**config.mk**
```make
export PLATFORM = sky130hd
export DESIGN_NAME = uart_frame_loader_flat
export DESIGN_NICKNAME = d
export VERILOG_FILES = /design/src/rtl/uart_frame_loader_if.sv /design/src/rtl/uart_frame_loader.sv /design/src/flat_wrapper.sv
export SDC_FILE = /design/constraint.sdc
export NUM_CORES = 1
export LEC_CHECK = 0
export ABC_AREA = 1
export CAP_MARGIN = 15
export CORE_UTILIZATION = 35
export CTS_CLUSTER_DIAMETER = 80
export CTS_CLUSTER_SIZE = 40
export DETAILED_ROUTE_END_ITERATION = 8
export DONT_BUFFER_PORTS = 1
export PLACE_DENSITY = 0.53
export SYNTH_ARGS = -nofsm -noshare
export SYNTH_HDL_FRONTEND = slang
export SYNTH_SLANG_ARGS = --single-unit
```
**constraint.sdc**
```tcl
create_clock -name CLK -period 3.5 [get_ports CLK]
set_input_delay 0.35 -clock CLK [delete_from_list [all_inputs] [get_ports CLK]]
set_output_delay 0.35 -clock CLK [all_outputs]
set_load 0.05 [all_outputs]
```
**src/rtl/uart_frame_loader_if.sv**
```systemverilog
// ---------------------------------------------------------------------------
// uart_frame_loader_if
// Groups the byte-stream input, the front-buffer read port and the status
// outputs of uart_frame_loader.
//   i_valid       one-cycle strobe, i_data holds a received byte
//   i_data        received byte
//   i_rd_addr     front-buffer read address
//   o_rd_data     front-buffer byte, registered, 1-cycle latency
//   o_frame_ready one-cycle pulse on frame commit
//   o_error       one-cycle pulse on checksum mismatch or timeout
//   o_busy        high while a frame is being collected
//   o_frame_count committed frames, wraps 255->0
//   o_dbg_state   current FSM state (debug)
// Handshake: there is no backpressure. A byte is transferred on every rising
// clock edge where i_valid is high; the loader either consumes or drops it.
// modport master = byte source / display sequencer, slave = loader.
// ---------------------------------------------------------------------------
interface uart_frame_loader_if #(
   parameter int ADDR_W = 4
);
   logic              i_valid;
   logic [7:0]        i_data;
   logic [ADDR_W-1:0] i_rd_addr;
   logic [7:0]        o_rd_data;
   logic              o_frame_ready;
   logic              o_error;
   logic              o_busy;
   logic [7:0]        o_frame_count;
   logic [1:0]        o_dbg_state;

   modport master (
      output i_valid, i_data, i_rd_addr,
      input  o_rd_data, o_frame_ready, o_error, o_busy, o_frame_count, o_dbg_state
   );

   modport slave (
      input  i_valid, i_data, i_rd_addr,
      output o_rd_data, o_frame_ready, o_error, o_busy, o_frame_count, o_dbg_state
   );
endinterface

```
**src/rtl/uart_frame_loader.sv**
```systemverilog
// ---------------------------------------------------------------------------
// uart_frame_loader
// Hunts for a start byte in the UART byte stream, collects FRAME_BYTES data
// bytes (plus an optional modulo-256 checksum byte) into the back bank of a
// double-buffered frame store, and commits the frame atomically by swapping
// banks. The display side reads only the front bank, so it never sees a
// partially received frame.
// Ports:
//   CLK  system clock, rising edge
//   RST  asynchronous active-high reset
//   bus  uart_frame_loader_if.slave (byte input, read port, status)
// ---------------------------------------------------------------------------
module uart_frame_loader #(
   parameter int         FRAME_BYTES    = 16,
   parameter logic [7:0] START_BYTE     = 8'h41,
   parameter int         TIMEOUT_CYCLES = 120000,
   parameter bit         CHECKSUM_EN    = 1'b1
) (
   input logic                CLK,
   input logic                RST,
   uart_frame_loader_if.slave bus
);

   localparam int IDX_W = (FRAME_BYTES > 1) ? $clog2(FRAME_BYTES) : 1;
   localparam int TMR_W = $clog2(TIMEOUT_CYCLES + 1);
   localparam logic [IDX_W-1:0] LAST_IDX = IDX_W'(FRAME_BYTES - 1);
   localparam logic [TMR_W-1:0] TMR_LAST = TMR_W'(TIMEOUT_CYCLES - 1);

   typedef enum logic [1:0] {
      S_HUNT   = 2'd0,
      S_DATA   = 2'd1,
      S_CSUM   = 2'd2,
      S_COMMIT = 2'd3
   } state_t;

   state_t           r_state;
   logic [IDX_W-1:0] r_index;
   logic [7:0]       r_sum;
   logic [TMR_W-1:0] r_timer;
   logic             r_front_sel;
   logic             r_have_frame;
   logic [7:0]       r_rd_data;
   logic             r_frame_ready;
   logic             r_error;
   logic [7:0]       r_frame_count;

   // Bank 0 is front when r_front_sel = 0; bank contents are not reset.
   logic [7:0]       r_bank0 [FRAME_BYTES];
   logic [7:0]       r_bank1 [FRAME_BYTES];

   state_t           w_state_next;
   logic [IDX_W-1:0] w_index_next;
   logic [7:0]       w_sum_next;
   logic [TMR_W-1:0] w_timer_next;
   logic             w_wr_en;
   logic             w_err;
   logic             w_commit;
   logic             w_rd_in_range;
   logic [IDX_W-1:0] w_rd_idx;

   // ---------------- next-state / control ----------------
   always_comb begin
      w_state_next = r_state;
      w_index_next = r_index;
      w_sum_next   = r_sum;
      w_timer_next = r_timer;
      w_wr_en      = 1'b0;
      w_err        = 1'b0;
      w_commit     = 1'b0;
      case (r_state)
         S_HUNT: begin
            if (bus.i_valid && (bus.i_data == START_BYTE)) begin
               w_state_next = S_DATA;
               w_index_next = '0;
               w_sum_next   = '0;
               w_timer_next = '0;
            end
         end
         S_DATA: begin
            // An arriving byte always beats timer expiry in the same cycle.
            if (bus.i_valid) begin
               w_wr_en      = 1'b1;
               w_sum_next   = r_sum + bus.i_data;
               w_timer_next = '0;
               if (r_index == LAST_IDX) begin
                  w_index_next = '0;
                  w_state_next = CHECKSUM_EN ? S_CSUM : S_COMMIT;
               end else begin
                  w_index_next = r_index + IDX_W'(1);
               end
            end else if (r_timer == TMR_LAST) begin
               w_err        = 1'b1;
               w_state_next = S_HUNT;
            end else begin
               w_timer_next = r_timer + TMR_W'(1);
            end
         end
         S_CSUM: begin
            if (bus.i_valid) begin
               w_timer_next = '0;
               if (bus.i_data == r_sum) begin
                  w_state_next = S_COMMIT;
               end else begin
                  w_err        = 1'b1;
                  w_state_next = S_HUNT;
               end
            end else if (r_timer == TMR_LAST) begin
               w_err        = 1'b1;
               w_state_next = S_HUNT;
            end else begin
               w_timer_next = r_timer + TMR_W'(1);
            end
         end
         S_COMMIT: begin
            // Any byte strobed during this cycle is dropped.
            w_commit     = 1'b1;
            w_state_next = S_HUNT;
         end
         default: begin
            w_state_next = S_HUNT;
         end
      endcase
   end

   // ---------------- state and control registers ----------------
   always_ff @(posedge CLK or posedge RST) begin
      if (RST) begin
         r_state       <= S_HUNT;
         r_index       <= '0;
         r_sum         <= '0;
         r_timer       <= '0;
         r_front_sel   <= 1'b0;
         r_have_frame  <= 1'b0;
         r_frame_ready <= 1'b0;
         r_error       <= 1'b0;
         r_frame_count <= '0;
      end else begin
         r_state       <= w_state_next;
         r_index       <= w_index_next;
         r_sum         <= w_sum_next;
         r_timer       <= w_timer_next;
         r_frame_ready <= w_commit;
         r_error       <= w_err;
         if (w_commit) begin
            r_front_sel   <= ~r_front_sel;
            r_have_frame  <= 1'b1;
            r_frame_count <= r_frame_count + 8'd1;
         end
      end
   end

   // ---------------- back-bank write ----------------
   always_ff @(posedge CLK) begin
      if (w_wr_en) begin
         if (r_front_sel) begin
            r_bank0[r_index] <= bus.i_data;
         end else begin
            r_bank1[r_index] <= bus.i_data;
         end
      end
   end

   // ---------------- front-bank read port ----------------
   assign w_rd_in_range = (32'(bus.i_rd_addr) < FRAME_BYTES);
   assign w_rd_idx      = IDX_W'(bus.i_rd_addr);

   // Uses the pre-edge r_front_sel, so the commit edge itself still returns
   // old-frame data and the new frame appears one edge later.
   always_ff @(posedge CLK or posedge RST) begin
      if (RST) begin
         r_rd_data <= 8'h00;
      end else if (r_have_frame && w_rd_in_range) begin
         r_rd_data <= r_front_sel ? r_bank1[w_rd_idx] : r_bank0[w_rd_idx];
      end else begin
         r_rd_data <= 8'h00;
      end
   end

   assign bus.o_rd_data     = r_rd_data;
   assign bus.o_frame_ready = r_frame_ready;
   assign bus.o_error       = r_error;
   assign bus.o_busy        = (r_state != S_HUNT);
   assign bus.o_frame_count = r_frame_count;
   assign bus.o_dbg_state   = r_state;

endmodule

```
**src/flat_wrapper.sv**
```systemverilog
// flat-port wrapper written by rule: the top's interface ports become plain ports
module uart_frame_loader_flat 
#(
   parameter int         FRAME_BYTES    = 16,
   parameter logic [7:0] START_BYTE     = 8'h41,
   parameter int         TIMEOUT_CYCLES = 120000,
   parameter bit         CHECKSUM_EN    = 1'b1
)
  (CLK, RST, bus_i_valid, bus_i_data, bus_i_rd_addr, bus_o_rd_data, bus_o_frame_ready, bus_o_error, bus_o_busy, bus_o_frame_count, bus_o_dbg_state);
  uart_frame_loader_if #(.ADDR_W(4)) bus_i ();
  input logic CLK;
  input logic RST;
  input wire logic [$bits(bus_i.i_valid)-1:0] bus_i_valid;
  input wire logic [$bits(bus_i.i_data)-1:0] bus_i_data;
  input wire logic [$bits(bus_i.i_rd_addr)-1:0] bus_i_rd_addr;
  output wire logic [$bits(bus_i.o_rd_data)-1:0] bus_o_rd_data;
  output wire logic [$bits(bus_i.o_frame_ready)-1:0] bus_o_frame_ready;
  output wire logic [$bits(bus_i.o_error)-1:0] bus_o_error;
  output wire logic [$bits(bus_i.o_busy)-1:0] bus_o_busy;
  output wire logic [$bits(bus_i.o_frame_count)-1:0] bus_o_frame_count;
  output wire logic [$bits(bus_i.o_dbg_state)-1:0] bus_o_dbg_state;
  assign bus_i.i_valid = bus_i_valid;
  assign bus_i.i_data = bus_i_data;
  assign bus_i.i_rd_addr = bus_i_rd_addr;
  assign bus_o_rd_data = bus_i.o_rd_data;
  assign bus_o_frame_ready = bus_i.o_frame_ready;
  assign bus_o_error = bus_i.o_error;
  assign bus_o_busy = bus_i.o_busy;
  assign bus_o_frame_count = bus_i.o_frame_count;
  assign bus_o_dbg_state = bus_i.o_dbg_state;
  uart_frame_loader #(.FRAME_BYTES(FRAME_BYTES), .START_BYTE(START_BYTE), .TIMEOUT_CYCLES(TIMEOUT_CYCLES), .CHECKSUM_EN(CHECKSUM_EN)) u_core (.CLK(CLK), .RST(RST), .bus(bus_i));
endmodule
```
### Word level (Yosys, flattened, before mapping)

Memory sizes are Yosys's and may differ from the RTL's.
Index checks and enable logic that the tools add are counted.

* register bits: 51
* input bits: 15
* logic and storage cells: 71
* bits in writable memories: 256
* output and inout port bits: 21
* memories: 2

* reduce and logical (&&, ||, !) cells: 9
* eq/ne operators: 11
* bitwise logic cells: 1
* add/sub/neg operators: 4
* muxes and demuxes: 34

Memory list
* u_core.r_bank0: depth 16, width 8, read ports 1, clocked after memory_dff 0, write ports 1, RTL line uart_frame_loader.sv:48 `logic [7:0] r_bank0 [FRAME_BYTES];`
* u_core.r_bank1: depth 16, width 8, read ports 1, clocked after memory_dff 0, write ports 1, RTL line uart_frame_loader.sv:49 `logic [7:0] r_bank1 [FRAME_BYTES];`

Operators by type and width (number)
* $mux W17: 3
* $pmux W17 S2: 1
* $mux W8: 4
* $add A17 B1 Y17 const B: 1
* $eq A17 B17 Y1 const B: 1
* $pmux W8 S2: 1
* $mux W1: 13
* $mux W2: 6
* $mux W4: 3
* $add A8 B1 Y8 const B: 1
* $add A8 B8 Y8: 1
* $eq A8 B7 Y1 const B: 1
* $eq A8 B8 Y1: 1
* $pmux W2 S4: 1
* $pmux W4 S2: 1
* $reduce_and A3 Y1: 2
* $reduce_bool A2 Y1: 3
* $add A4 B1 Y4 const B: 1
* $eq A2 B2 Y1 const B: 2
* $eq A4 B4 Y1 const B: 1
* $ne A3 B2 Y1 const B: 1
* $ne A3 B3 Y1 const B: 1
* $eq A2 B1 Y1 const B: 1
* $logic_not A2 Y1: 1
* 7 further kinds: 7

### Depth between registers and ports, before layout

Gate-level depths: netlist (run 1).

* depth after elaboration: 4
* depth in mapped cells: 11
* depth with buffers taken out: 10

### Least setup slack after synthesis (run 1)

Ideal clock, no wire load.

* path type: register to register
* start: register u_core.r_state[1], in the netlist u_core.bus.o_dbg_state[1]
* end: memory u_core.r_bank0[11][0], enable pin
* library setup time: 0.370 ns
* required time: 3.130 ns
* path slack: 1.241 ns
* clock period less this slack: 2.259 ns
* path buffers: 1
* data arrival time: 1.889 ns
* stages on the path, launching flop included: 8
* cells stage by stage: dfrtp_1 > inv_1 > ha_1 > nand2_1 > inv_1 > nand2_1 > clkbuf_1 > nor2_1

* cells in the longest elaborated chain, start to end: 4

Ends and longest elaborated chain
* start, declared: RTL line uart_frame_loader.sv:36 `state_t r_state;`
* start signal, assigned: RTL line uart_frame_loader.sv:138 `r_state <= w_state_next;`
* $eq A2 B1 Y1: RTL line uart_frame_loader.sv:70 `case (r_state)`
* $mux W1: RTL line uart_frame_loader.sv:70
* $mux W1: RTL line uart_frame_loader.sv:154 `if (w_wr_en) begin`
* $mux W1 (implied by the code): RTL line uart_frame_loader.sv:156 `r_bank0[r_index] <= bus.i_data;`
* end, declared: RTL line uart_frame_loader.sv:48

Every way passes these cells.

### Worst setup path after layout (run 1)

* start: register u_core.r_state[0], in the netlist u_core.bus.o_dbg_state[0]
* end: memory u_core.r_bank0[8][2], enable pin

Same word-level chain as after synthesis.

==> results of run 1 <==
path summary, 6_finish.rpt:
check	to	depth (start not counted)	slack (ns)	from
max	u_core.r_bank0[8][2]	6	0.83	u_core.bus.o_dbg_state[0]
min	u_core.r_timer[4]	3	0.03	bus_i_valid
max reg2reg	u_core.r_bank0[8][2]	6	0.83	u_core.bus.o_dbg_state[0]
min reg2reg	u_core.r_sum[5]	2	0.49	u_core.r_sum[5]
max in group asynchronous	u_core.r_sum[5]	3	2.32	RST
min in group asynchronous	u_core.r_timer[15]	2	0.35	RST
cell type report:
cell class	count	area, µm²
clock buffer	17	425.4
clock inverter	12	176.4
fill	3764	23030
inverter	56	211.5
multi-input combinational	903	4150
sequential	307	8964
tap	511	639.4
timing repair buffer	41	425.4
what timing repair did:
item,CTS,global route
setup endpoints to repair,0,0
endpoints found under the hold margin,285,0
hold buffers,10,0
layer usage:
layer,vias up,part of all wire [%]
met5,-,0
met1,4419,47
li1,4487,-
met3,32,4.7
met4,0,1.7
met2,200,46
worst min-delay path, cell delays in order:
cell     delay, ns
nor3b_1       0.02
nand2_1       0.07
o21ai_2       0.05
layout by cell type, fill, tap and decap left out, types with 17 or more instances in the layout:
cell       Yosys  routed
buf_4          4      30
clkbuf_16      0      17
dfrtp_1       51      51
edfxtp_1     256     256
ha_1          18      18
inv_1         48      47
nand2_1      443     443
nand3_1      212     212
nor2_1       122     122
o21ai_0       25      25
logic make-up after synthesis:
family	Yosys count
and+or+nand+nor	813
DFF	307
buffers and inverters	117
AOI/OAI and AO/OA	60
adders and majority gates	19
xor gates and xnor gates	11
flip-flops by register name, summed over array words and instances (netlist names):
name,cells
u_core.r_sum,8
u_core.r_front_sel,1
u_core.bus.o_frame_count,8
u_core.r_index,4
u_core.bus.o_error,1
u_core.r_bank1,128
u_core.bus.o_dbg_state,2
u_core.bus.o_frame_ready,1
u_core.r_bank0,128
u_core.r_have_frame,1
u_core.bus.o_rd_data,8
u_core.r_timer,17
power by group through the flow:
stage / clock network, mW / registers [mW] / logic [mW]
after global routing: 2.52 / 4.59 / 1.79
after global placement: 0 / 4.64 / 1.51
after detailed placement: 0 / 4.65 / 1.52
after floorplan: 0 / 4.64 / 1.20
after CTS: 2.40 / 4.56 / 1.62
final: 2.33 / 4.56 / 1.60
metrics by stage:
step                      hold slack [ns]  power [mW]  instance area (µm²)
after floorplan                    0.4489       5.836                13640
after global placement             0.3479       6.154                14210
after detailed placement           0.3509       6.172                14210
after CTS                        0.004222       8.582                14990
after global routing              0.01976       8.896                14990
final                             0.02733       8.494                14990
==> impl_summary.md, run 1 <==
Synthesis
The synthesized design devotes to its leading area cell type 56.37% of total area. The total number of yosys warnings is 0. In the post-synthesis netlist, the biggest area contributors are edfxtp_1 (56%), nand2_1 (12%), dfrtp_1 (9.4%). By instance count, the leading cell after synthesis is nand2_1. The post-synthesis cell type with the largest combined area is edfxtp_1.

The synthesized netlist devotes 1.798% of its cell area to adder and majority cells. The number of synthesized flops with an enable pin is 256. Sequential cells were found to cover 65.72% of the synthesized design area. After synthesis, the mean cell area works out to 10.28 µm². The multiplexer fraction of the synthesized cell area is 0%.

The xor and xnor area share after synthesis is 0.7064%. Among all flip-flop cells after synthesis, the most frequent one is edfxtp_1. Synthesis produced a netlist whose cell count is 1327. The share of flip-flops with an asynchronous set or reset is 16.61%. The flop and latch count out of synthesis is 307. After synthesis, the largest family of logic cells by area is simple AND/OR/NAND/NOR gates. In this run the cell area of the synthesized design comes to 13640 µm².

Counting instances in the post-synthesis netlist gives the leading cell types as nand2_1 (443), edfxtp_1 (256), nand3_1 (212). The compound-gate portion of the synthesized area is 2.679%. The synthesized netlist contains 39 unique library cells. Of the total synthesized cell area, the portion taken by AND, OR, NAND and NOR gates is 25.25%. The number of nets handed over by synthesis was 1361.

Cells and area
The final instance count without filler cells is 1847. The post-route netlist has 7.485% of its cells at a drive strength greater than 1. The post-layout utilization of the core is 39.43%. The antenna cell count is 0.

The net count of the finished layout is 1360. From synthesis to final layout, the design area changed by 9.927%.

Timing
The shortest clock period the worst path allows after layout is 2.668 ns. Derived from the worst setup path, the maximum achievable clock frequency is 0.3747 GHz. At the pin with the least slew margin, the transition time is 0.7007 ns. Once routing completed, OpenROAD measured the worst setup slack at 0.8315 ns. Adding up every negative setup slack in the final design gives 0 ns. The number of endpoints with negative hold slack in the final report is 0. The final max-slew violation count came to 0. The period utilization is 76.24%. The setup violation total in the final timing report is 0. Setup repair after global routing left no endpoint under its margin.

Between clock sinks in the finished design, the worst skew comes to 0.02386 ns. Measured against its own limit, the worst slew margin works out to 53.12%.

Placement
The pre-CTS setup slack is 0.8220 ns. Counting tap cells, the placed design contains a total of 1808 instances. The placed wire-length estimate after detailed placement is 20610 µm.

At the end of routability-driven placement, the weighted congestion stood at 0.8336. Buffers placed on the I/O ports in this run total 0.

Setup path
The category of cells accounting for the largest share of critical-path delay is simple AND/OR/NAND/NOR gates. The nature of the critical path endpoint is a flip-flop. The number of buffers and inverters on the critical path is 2. At the worst endpoint, the required time is 3.67 ns. STA classifies the critical path startpoint as a flip-flop. The setup path with the least slack is of type flip-flop to flip-flop. The peak fanout along the critical path is 16.

On the critical path, the stage with the largest delay is an instance of nor2_1. The most numerous cell type found on the critical path is nand2_1. The signal on the critical path passes through buf_4 > ha_1 > nand2_1 > inv_1 > nand2_1 > nor2_1.

For this run, the slowest stage of the critical path takes 0.71 ns. At the worst endpoint, the arrival time is 2.84 ns.

Drt
The remaining design rule violation count is 0. The first detailed-routing pass ran for 5 iterations. The detail route stage leaves a number of antenna-violating nets equal to 0. The total vias in the final route is 9138. The routed length per placed instance is 18.52 µm.

The count of routing violations after the opening detailed-route iteration is 690. The via density per instance is 4.947. For this block, the routed nets add up to 34210 µm of wire.

Global route
The sum of overflow across all layers after global routing is 0. In this run the most used layer during global routing was met2. The total global-route track usage is 17.57%. The number of antenna violations at the first check in global routing is 0.

Entering global routing, the biggest net connects 130 pins. The first global-routing pass estimated 52050 µm of wire. The number of global-route vias before repair is 8720. The met2 layer usage reported by global route is 28.82%. The met3 track utilization from global routing is 2.177%. In the global route stage, met1 resource usage came out at 25.04%.

Clock tree
The clock passes through at most 3 buffers. The clock sink count is 307. The number of buffers added by the clock tree synthesis step is 17.

Clock-pin slew was measured on the worst setup and hold paths at 0.11 ns. For the worst-skew pair, the clock arrives at the later sink with an insertion delay of 0.52 ns. The number of buffers added for setup after CTS is 0.

TritonCTS built the clock tree. The post-cts sizing count is 0. CTS built an H-tree with a depth of 1. Clock tree synthesis selected as its root buffer the cell clkbuf_16.

Power
The peak supply drop is 0.0004400 V. In this run, flip-flops and latches consume 53.7% of the power. Net switching is 33.92% of the power. The static leakage is 5.721 nW. The power density over the cells is 566.6 nW/µm². Internal power comes to 5.613 mW. The analysis attributes to net switching a power of 2.881 mW.

The part of the power in combinational logic is 18.9%. The share of total power dissipated in the clock network is 27.4%.

Floorplan
The number of top-level pins is 36. The initial core utilization is 35.87%. Row generation in the floorplan step produced 71 rows.

The floorplan step defined a die boundary enclosing 39760 µm². The die is 199.4 µm tall. The core region is 38020 µm².

The horizontal die dimension is 199.4 µm.

Status
The run finished with clean final reports.

Run
The number of maximum-capacitance violations is 0.

Hold path
The path type of the worst min-delay path is input pin to flip-flop.
Power figures use the tool's default switching activity.
==> run 2: changes to the inputs <==
clock period = 2.7 ns   (was 3.5 ns; I/O delays follow)
==> run 2 against run 1 <==
Maximum frequency rose by 24%. Routed wire length is 3.7% higher. Die area unchanged. Clock power grew 51%. Count of clock-buffer cells in the layout is 4 higher. Highest routed layer unchanged. Combinational power increased by 35%. Via count up 1.3%. Sequential share of layout area down 1.2 points. Global-route usage rose by 0.77 points. Non-clock buffer count is 20 higher. Setup slack got worse by 0.28 ns.
==> impl_summary.md, run 2 (same netlist as run 1, synthesis figures left out) <==
Status
Outcome: finished clean (unchanged).

Clock tree
The number of buffers on the longest clock path came to 3 (unchanged). The source-to-sink clock delay at the later pin of the worst-skew pair was 0.54 ns (was 0.52 ns). The level count of the clock H-tree is 1 (unchanged). The clock sink count is 307 (unchanged). The number of buffers added by the clock tree synthesis step is 20 (was 17). The number of buffers added for setup after CTS came to 0 (unchanged). The clock tree from TritonCTS was done (unchanged). The post-cts sizing count is 0 (unchanged).

The buffer cell driving the clock tree root is clkbuf_16 (unchanged). The number of buffers inserted by hold repair at cts is 11 (was 10). The CTS clock-pin slew for the worst setup and hold paths is 0.11 ns (about the same).

Floorplan
The number of top-level pins is 36 (unchanged). The total number of placement rows is 71 (unchanged). The die area is 39760 µm² (unchanged). The horizontal die dimension came to 199.4 µm (unchanged). The placeable core region is 38020 µm² (unchanged). The initial core utilization was 35.87% (unchanged). The height of the die is 199.4 µm (unchanged).

Setup path
The worst reg2reg path startpoint is u_core.bus.o_dbg_state[0] (unchanged). The cell type of the slowest stage on the worst timing path was dfrtp_1 (was nor2_1). The register-to-register setup slack is 0.55 ns (was 0.83 ns).

The category of cells accounting for the largest share of critical-path delay was simple AND/OR/NAND/NOR gates (unchanged). The critical path data required time is 3.10 ns (was 3.67 ns). The number of buffers and inverters on the critical path is 3 (was 2).

The data arrival time of the critical path is 2.56 ns (was 2.84 ns). The end of the worst register-to-register path is u_core.r_timer[7] (was u_core.r_bank0[8][2]). The nature of the critical path endpoint is a flip-flop (unchanged). Chain of cells forming the critical path: buf_4 > inv_1 > ha_1 > inv_2 > nor2_1 > nand4_2 > nand3_4 > nand2_1 > o21ai_2 (was buf_4 > ha_1 > nand2_1 > inv_1 > nand2_1 > nor2_1). The critical path start-end classification is flip-flop to flip-flop (unchanged).

The longest individual stage delay on the worst path is 0.38 ns (was 0.71 ns). The type of element launching the critical path is a flip-flop (unchanged). The cell depth of the worst flop-to-flop path came to 9 (was 6). The peak fanout along the critical path is 28 (was 16).

Power
The switching power summed over all nets is 3.909 mW (was 2.881 mW). The overall power of the completed layout is 11.61 mW (was 8.494 mW). The power share of the sequential group is 51.1% (was 53.7%). The static leakage is 5.899 nW (was 5.721 nW). The part of the power in combinational logic is 18.6% (was 18.9%). The peak supply drop is 0.0003950 V (was 0.0004400 V). The fraction of power consumed by the clock network is 30.3% (was 27.4%). The switching portion of total power came to 33.67% (was 33.92%).

The power density over the cells is 759.0 nW/µm² (was 566.6 nW/µm²). The internal power of the cells is 7.700 mW (was 5.613 mW).

Placement
The number of buffers inserted by port buffering is 0 (unchanged). The area of placed instances is 14350 µm² (was 14210 µm²). The placed wire-length estimate after detailed placement is 21280 µm (was 20610 µm). The placer congestion estimate is 0.8441 (was 0.8336).

Timing
Setup repair after global routing missed its margin: no (unchanged). The final hold slack is 0.009126 ns (was 0.02733 ns). The transition time at the pin with the least slew margin is 0.6977 ns (was 0.7007 ns).

The setup violation total in the final timing report came to 0 (unchanged). The top achievable clock speed is 0.4644 GHz (was 0.3747 GHz). The shortest clock period the worst path allows after layout is 2.153 ns (was 2.668 ns). The setup TNS is 0 ns (unchanged). The worst slew margin relative to its limit is 53.42% (was 53.12%).

The final max-slew violation count is 0 (unchanged). The number of endpoints with negative hold slack in the final report is 0 (unchanged). The setup skew after layout is 0.03436 ns (was 0.02386 ns).

The period utilization came to 79.76% (was 76.24%).

Cells and area
The area of the multi-input gates is 4150 µm² (unchanged). The area added between synthesis and finish is 12.15% (was 9.927%). The antenna cell count came to 0 (unchanged). The most common cell after layout, fill and taps aside is nand2_1 (unchanged). The combined flip-flop and latch cell area came to 8964 µm² (unchanged). The post-route cell area is 15290 µm² (was 14990 µm²). The number of nets at the end of the flow is 1383 (was 1360). The layout filler cell count is 3805 (was 3764).

The share of final-layout standard cells stronger than drive strength 1 was 9.244% (was 7.485%). Most used cells in the layout excluding fill and tap cells: nand2_1 (443), edfxtp_1 (256), nand3_1 (212) (unchanged). Registers with the highest flip-flop counts: u_core.r_bank0 (128), u_core.r_bank1 (128), u_core.r_timer (17) (unchanged).

Drt
The post-route met1 wirelength is 16710 µm (was 16130 µm). The routed length per placed instance is 18.93 µm (was 18.52 µm). The met2 wire length is 16490 µm (was 15870 µm). The via density per instance is 4.941 (was 4.947). The routed wire length was 35480 µm (was 34210 µm). The remaining design rule violation count is 0 (unchanged).

The detailed-routing iteration count for the pre-antenna-repair pass is 5 (unchanged). The count of routing violations after the opening detailed-route iteration is 683 (was 690). The met3 wire length is 1637 µm (was 1617 µm). The total vias in the final route was 9259 (was 9138). The top layer used by detailed routing is met4 (unchanged). The final antenna-violating net count is 0 (unchanged).

Global route
The wire length of the first global-routing pass came to 54940 µm (was 52050 µm). The sum of overflow across all layers after global routing is 0 (unchanged). The largest net degree at the start of global routing came to 130 (unchanged).

The number of antenna violations at the first check in global routing is 0 (unchanged). The number of global-route vias before repair is 9051 (was 8720). The total global-route track usage is 18.34% (was 17.57%).

Hold path
The worst hold path cell count is 4 (was 3). The worst hold path startpoint was bus_i_rd_addr[3] (was bus_i_valid). The end point of the worst hold path is u_core.bus.o_rd_data[5] (was u_core.r_timer[4]). The path type of the worst min-delay path is input pin to flip-flop (unchanged).

Run
The number of maximum-capacitance violations is 0 (unchanged).
==> run 2: cell count changes in the layout (fill, tap and decap cells not counted), sizes merged <==
cell,delta
buf,+19
bufinv,+1
clkbuf,+4
clkinv,+1
dlygate4sd3,+1
inv,+1
==> run 2: metrics by stage <==
step / utilization, % / std cells / setup WS [ns]
2_1_floorplan: - / 1327 / 0.4413
3_3_place_gp: 37.75 / 1827 / 0.6790
3_5_place_dp: 37.75 / 1827 / 0.5915
4_1_cts: 40.23 / 1874 / 0.5494
5_1_grt: 40.23 / 1874 / 0.3941
6_report: 40.23 / 1874 / 0.5466
==> run 2: area by class of cell <==
type,count,share of cell area [%]
well taps,511,4.180
flip-flops and latches,307,58.61
repair buffers,61,3.779
clock inverters,15,1.481
inverters,56,1.383
multi-input cells,903,27.14
clock buffers,21,3.436
==> run 2: how the worst max path moves through the flow <==
stage                                 end                      start  slack [ns]  cells after the start
detailed placement      u_core.r_timer[7]  u_core.bus.o_dbg_state[0]        0.59                      9
finish                  u_core.r_timer[7]  u_core.bus.o_dbg_state[0]        0.55                      9
floorplan           u_core.r_bank0[11][0]  u_core.bus.o_dbg_state[1]        0.44                      7
CTS                     u_core.r_timer[7]  u_core.bus.o_dbg_state[0]        0.55                      9
global placement        u_core.r_timer[8]  u_core.bus.o_dbg_state[0]        0.68                      9
global route            u_core.r_timer[3]  u_core.bus.o_dbg_state[0]        0.39                      9
==> run 2: tightest hold or removal path: stages <==
cell	delay (ns)
nand2_1	0.07
nand3_1	0.07
nand2_1	0.07
nor2_1	0.04
==> run 2: power groups by stage <==
| stage | Combinational [mW] | Clock, mW | Sequential (mW) |
|---|---|---|---|
| 3_3_place_gp | 2.04 | 0 | 6.03 |
| 2_1_floorplan | 1.55 | 0 | 6.01 |
| 6_report | 2.16 | 3.52 | 5.93 |
| 5_1_grt | 2.43 | 3.78 | 5.97 |
| 3_5_place_dp | 2.05 | 0 | 6.04 |
| 4_1_cts | 2.18 | 3.61 | 5.93 |
==> run 2: routing by layer <==
layer	global-route usage (%)	up-vias
met5	0	-
met2	29.76	226
met1	26.32	4451
li1	-	4540
met3	2.245	42
met4	3.817	0
==> RTL change 1 (settings of run 1) <==
`TIMEOUT_CYCLES` is set to 120000 in 2 places; all go to 240000.
--- a/src/rtl/uart_frame_loader.sv
+++ b/src/rtl/uart_frame_loader.sv
@@ -14,5 +14,5 @@
    parameter int         FRAME_BYTES    = 16,
    parameter logic [7:0] START_BYTE     = 8'h41,
-   parameter int         TIMEOUT_CYCLES = 120000,
+   parameter int         TIMEOUT_CYCLES = 240000,
    parameter bit         CHECKSUM_EN    = 1'b1
 ) (
--- a/src/flat_wrapper.sv
+++ b/src/flat_wrapper.sv
@@ -4,5 +4,5 @@
    parameter int         FRAME_BYTES    = 16,
    parameter logic [7:0] START_BYTE     = 8'h41,
-   parameter int         TIMEOUT_CYCLES = 120000,
+   parameter int         TIMEOUT_CYCLES = 240000,
    parameter bit         CHECKSUM_EN    = 1'b1
 )
Check against the original RTL: same outputs for any inputs over 10 cycles, from zero or initial values and one cycle with RST high; that may be too few to reach the edited logic, so the function may still have changed.
==> RTL change 1 against run 1 <==
Wire length is 4.9% higher. Fmax is 11% higher. Combinational power is 13% lower. Cell area is 0.76% lower. Final cell count is 1.2% lower. Sequential cell count is 1 higher. Non-clock buffer count is 2 lower. Synthesized area is 0.72% lower. Worst setup slack better by 0.27 ns. Total power is 2.8% lower.
==> RTL change 1: results (changes against run 1) <==
* Status: completed
* Seq area share at 0.604 (+0.00626)
* Met3 usage at 0.0324 (+0.0106)
* Metal3 WL at 2350 um (+45%)
* DRT Pass-1 Iters at 6 (+1)
* First-pass GRT wire length at 54900 um (+5.5%)
* Fmax at 416 MHz (+11%)
* Fraction of area in multi-input gates at 0.272 (-0.00461)
* Initial antenna violation count at 1 (+1)
* Seq/Total Area, Yosys at 0.664 (+0.00665)
* Slowest stage delay, CP at 0.66 ns (-0.05 ns)
* Met2 WL at 16800 um (+5.5%)
* DR iter-0 viols at 1003 (+45%)
* Switch share at 0.331 (-0.00822)
* CP Max Fanout at 10 (-6)
* Avg Vias per Cell at 5.07 (+2.5%)
* Synth Area in XOR/XNOR at 0.00906 (+0.00199)
* Vias at 9252 (+1.2%)
* Number of fillers in the final layout at 3751 (-0.35%)
* Placement Setup Slack at 1.14 ns (+0.315 ns)
* Placed cell count at 1786 (-1.2%)
* Leakage at 5.54 nW (-3.2%)
* Share of post-route cells with drive strength above 1 at 0.0594 (-0.0154)
* Register Area at 0.00899 mm2 (+0.28%)
* DRT Wirelength at 35900 um (+4.9%)
* Number of global-route vias before repair at 8953 (+2.7%)
* FF+latch count, synth at 308 (+0.33%)
* Worst hold margin at 0.0164 ns (-0.0109 ns)
* Maximum vdd ir drop at 464 uV (+5.5%)
* Top Registers: u_core.r_bank0 (128), u_core.r_bank1 (128), u_core.r_timer (18)
* Area contributors post-synth: edfxtp_1 57%, nand2_1 11%, dfrtp_1 9.6%, nand3_1 7.2%, nor2_1 3.3%
* Mux cell area share after synthesis at 0 (unchanged)
* Non-clk buf share at 0.0284 (+0.0000491)
* Metal-1 WL at 16300 um (+0.82%)
* Worst clock skew at 0.0308 ns (+0.00689 ns)
* Non-clk bufs at 39 (-4.9%)
* Compound-cell area share of the yosys netlist at 0.0393 (+0.0125)
* Ys async rst share at 0.169 (+0.00271)
* Count of multi-input gates at 883 (-2.2%)
* Commonest cells post-synth: 411 x nand2_1, 256 x edfxtp_1, 195 x nand3_1, 118 x nor2_1, 53 x o21ai_0
* Detail Placement HPWL at 21800 um (+5.9%)
* GP Congestion at 0.808 (-3.1%)
* Inverters at 55 (-1.8%)
* Total global-route track usage at 0.186 (+0.0100)
* Adder-Cell Fraction of Synth Area at 0.0181 (+0.000131)
* Mapped Avg Cell Area at 10.3 um2 (+0.64%)
* Post-DP Area at 0.0141 mm2 (-0.57%)
* Clk tree area frac at 0.0383 (-0.00188)
* Die width at 199 um (-0.36%)
* Crit path DAT at 2.55 ns (-0.29 ns)
* Worst slew margin at 0.229 (-0.302)
==> RTL change 1: cell types whose count changed after synthesis, sizes merged, moves of 2 or more <==
cell    delta
o21ai     +20
nand3     -18
buf        -6
xor2       +2
nand2     -34
o22ai      +6
a21oi      +9
clkbuf     +8
nor3b      -4
o21bai     -2
nor2       -5
==> RTL change 1: power by group through the flow <==
stage / Sequential [mW] / Combinational, mW / Clock [mW]
2_1_floorplan: 4.62 / 0.967 / 0
3_3_place_gp: 4.66 / 1.29 / 0
3_5_place_dp: 4.65 / 1.30 / 0
4_1_cts: 4.57 / 1.39 / 2.36
5_1_grt: 4.59 / 1.56 / 2.47
6_report: 4.56 / 1.39 / 2.30
==> RTL change 1: worst paths after layout <==
kind,depth (start not counted),endpoint
worst max register to register,6,u_core.r_bank0[3][5]
worst max-delay path,6,u_core.r_bank0[3][5]
worst min-delay path,3,u_core.r_timer[10]
worst min register to register,2,u_core.r_sum[4]
max in group asynchronous,3,u_core.bus.o_rd_data[3]
min in group asynchronous,2,u_core.bus.o_frame_count[7]
==> RTL change 2 (flow settings as in run 1) <==
Without the edit above. `r_sum` no longer has a reset.
--- a/src/rtl/uart_frame_loader.sv
+++ b/src/rtl/uart_frame_loader.sv
@@ -128,5 +128,4 @@
          r_state       <= S_HUNT;
          r_index       <= '0;
-         r_sum         <= '0;
          r_timer       <= '0;
          r_front_sel   <= 1'b0;
@@ -138,5 +137,4 @@
          r_state       <= w_state_next;
          r_index       <= w_index_next;
-         r_sum         <= w_sum_next;
          r_timer       <= w_timer_next;
          r_frame_ready <= w_commit;
@@ -148,4 +146,8 @@
          end
       end
+   end
+
+   always_ff @(posedge CLK) begin
+      r_sum <= w_sum_next;
    end
 
Formal check against the unedited RTL: same outputs for any inputs over 10 cycles, from zero or initial values and one cycle with RST high; that may be too few to reach the edited logic, so the function may still have changed.
==> RTL change 2 against run 1 <==
Synthesized cell count about the same. Combinational power increased by 5%. Via count decreased by 0.82%. Sequential power increased by 2%. Synthesized area decreased by 0.40%. Sequential cell count unchanged. Global-route usage decreased by 0.092 points. Cell area decreased by 1.4%. Worst setup slack got worse by 0.12 ns. Total power increased by 1.1%. Wire length decreased by 1.6%. Critical endpoint is now u_core.r_bank1[6][7]. Largest cell class unchanged.
==> RTL change 2: results (changes against run 1) <==
* Total global-route track usage at 0.175 (-0.000916)
* R2R Path End: u_core.r_bank1[6][7]
* GP Congestion at 0.853 (+2.4%)
* Met2 WL at 16100 um (+1.3%)
* Adder-Cell Fraction of Synth Area at 0.0171 (-0.000848)
* Flop-to-flop setup slack at 0.72 ns (-0.12 ns)
* Placed cell count at 1786 (-1.2%)
* Maximum vdd ir drop at 256 uV (-42%)
* Post-synthesis cell type count at 40 (+2.6%)
* DR iter-0 viols at 687 (-0.43%)
* Synth Area in XOR/XNOR at 0.00516 (-0.00191)
* Comb power frac at 0.195 (+0.006)
* Number of global-route vias before repair at 8835 (+1.3%)
* Avg Vias per Cell at 4.97 (+0.43%)
* Syn Inst Count at 1326 (-0.075%)
* First-pass GRT wire length at 51900 um (-0.25%)
* Area contributors post-synth: edfxtp_1 58%, nand2_1 12%, nand3_1 8.2%, dfrtp_1 7.9%, nor2_1 3.4%
* Vias at 9063 (-0.82%)
* Number of flops mapped to enable cells by yosys at 264 (+3.1%)
* Setup bufs post-CTS at 0 (unchanged)
* Status: completed
* Detail Placement HPWL at 20300 um (-1.5%)
* Longest Clk Path Bufs at 3 (unchanged)
* Post-CTS sizing at 0 (unchanged)
* Worst Hold Depth at 3 (unchanged)
* Min-delay src: bus_i_valid
* Clk_lat worst skew at 0.53 ns
* Post-DP Area at 0.0140 mm2 (-1.3%)
* Synth warn at 0 (unchanged)
* Worst hold margin at 0.0607 ns (+0.0334 ns)
* H-tree depth at 1 (unchanged)
* Seq/Total Area, Yosys at 0.663 (+0.00561)
* Share of post-route cells with drive strength above 1 at 0.0495 (-0.0253)
* Worst clock skew at 0.0215 ns (-0.00241 ns)
* Slowest stage cell, crit path: nor2_1
* Root buf cell: clkbuf_16
* Placement Setup Slack at 0.706 ns (-0.116 ns)
* DRT Wirelength at 33600 um (-1.6%)
* Pin count of the biggest net entering global routing at 130 (unchanged)
* Compound-cell area share of the yosys netlist at 0.0231 (-0.00367)
* Commonest cells post-synth: 440 x nand2_1, 264 x edfxtp_1, 222 x nand3_1, 124 x nor2_1, 47 x inv_1
* Internal power at 5.67 mW (+0.99%)
* Antenna cells at 0 (unchanged)
* CTS buffer count at 16 (-1)
* Metal3 WL at 1840 um (+14%)
* Crit path DAT at 2.94 ns (+0.10 ns)
* Worst-Margin Slew at 1.02 ns (+0.317 ns)
* Leakage at 5.53 nW (-3.3%)
* Worst reg2reg startpoint: u_core.bus.o_dbg_state[1]
* Ys async rst share at 0.140 (-0.0261)
* Hold_buf cts at 10 (unchanged)
* Port Buf Inserts at 0 (unchanged)
* Post-Syn Nets at 1359 (-0.15%)
* Min-Delay Endpoint: u_core.r_timer[0]
* Initial antenna violation count at 0 (unchanged)
* Uppermost layer routed: met4
* Cells on worst reg2reg path at 6 (unchanged)
* Metal-1 WL at 14900 um (-7.7%)
[RTL change 2: final cells by class]
type	count	area (um2)
multi-input cells	900	4070
fillers	3694	23200
clock buffers	17	425
repair buffers	23	278
flip-flops and latches	307	9000
well taps	511	639
clock inverters	11	151
inverters	55	208
[RTL change 2: cell families after synthesis]
| group | count (synthesis) |
|---|---|
| compound gates | 55 |
| xor+xnor | 8 |
| fa+ha+maj | 18 |
| buf+inv | 119 |
| flops | 307 |
| simple gates | 819 |
[RTL change 2: power groups by stage]
stage	Combinational, mW	Clock (mW)	Sequential (mW)
2_1_floorplan	1.21	0	4.70
3_3_place_gp	1.61	0	4.71
3_5_place_dp	1.61	0	4.72
4_1_cts	1.70	2.34	4.63
5_1_grt	1.92	2.46	4.67
6_report	1.68	2.28	4.63
[RTL change 2: worst max-delay path by stage]
stage	startpoint	to	slack, ns	cells after the start
finish	u_core.bus.o_dbg_state[1]	u_core.r_bank1[6][7]	0.72	6
CTS	u_core.bus.o_dbg_state[1]	u_core.r_bank1[6][7]	0.69	6
detailed placement	u_core.bus.o_dbg_state[1]	u_core.r_bank1[12][4]	0.71	6
global route	u_core.bus.o_dbg_state[1]	u_core.r_bank1[8][7]	0.44	6
floorplan	u_core.bus.o_dbg_state[0]	u_core.r_bank0[7][0]	1.30	5
global placement	u_core.bus.o_dbg_state[1]	u_core.r_bank1[0][1]	0.78	6
[RTL change 2: critical path, delay by kind of cell (launching register included)]
| kind | cells | cell delay (ns) |
|---|---|---|
| adder cells (fa/ha/maj) | 1 | 0.38 |
| buffers and inverters | 2 | 0.28 |
| flip-flops | 1 | 0.40 |
| AND/OR/NAND/NOR | 3 | 1.35 |
[RTL change 2: layer usage]
metal  vias up  track usage
met5         -            0
met4         0       0.0493
met3        45       0.0258
met2       229        0.291
met1      4336        0.236
li1       4453            -
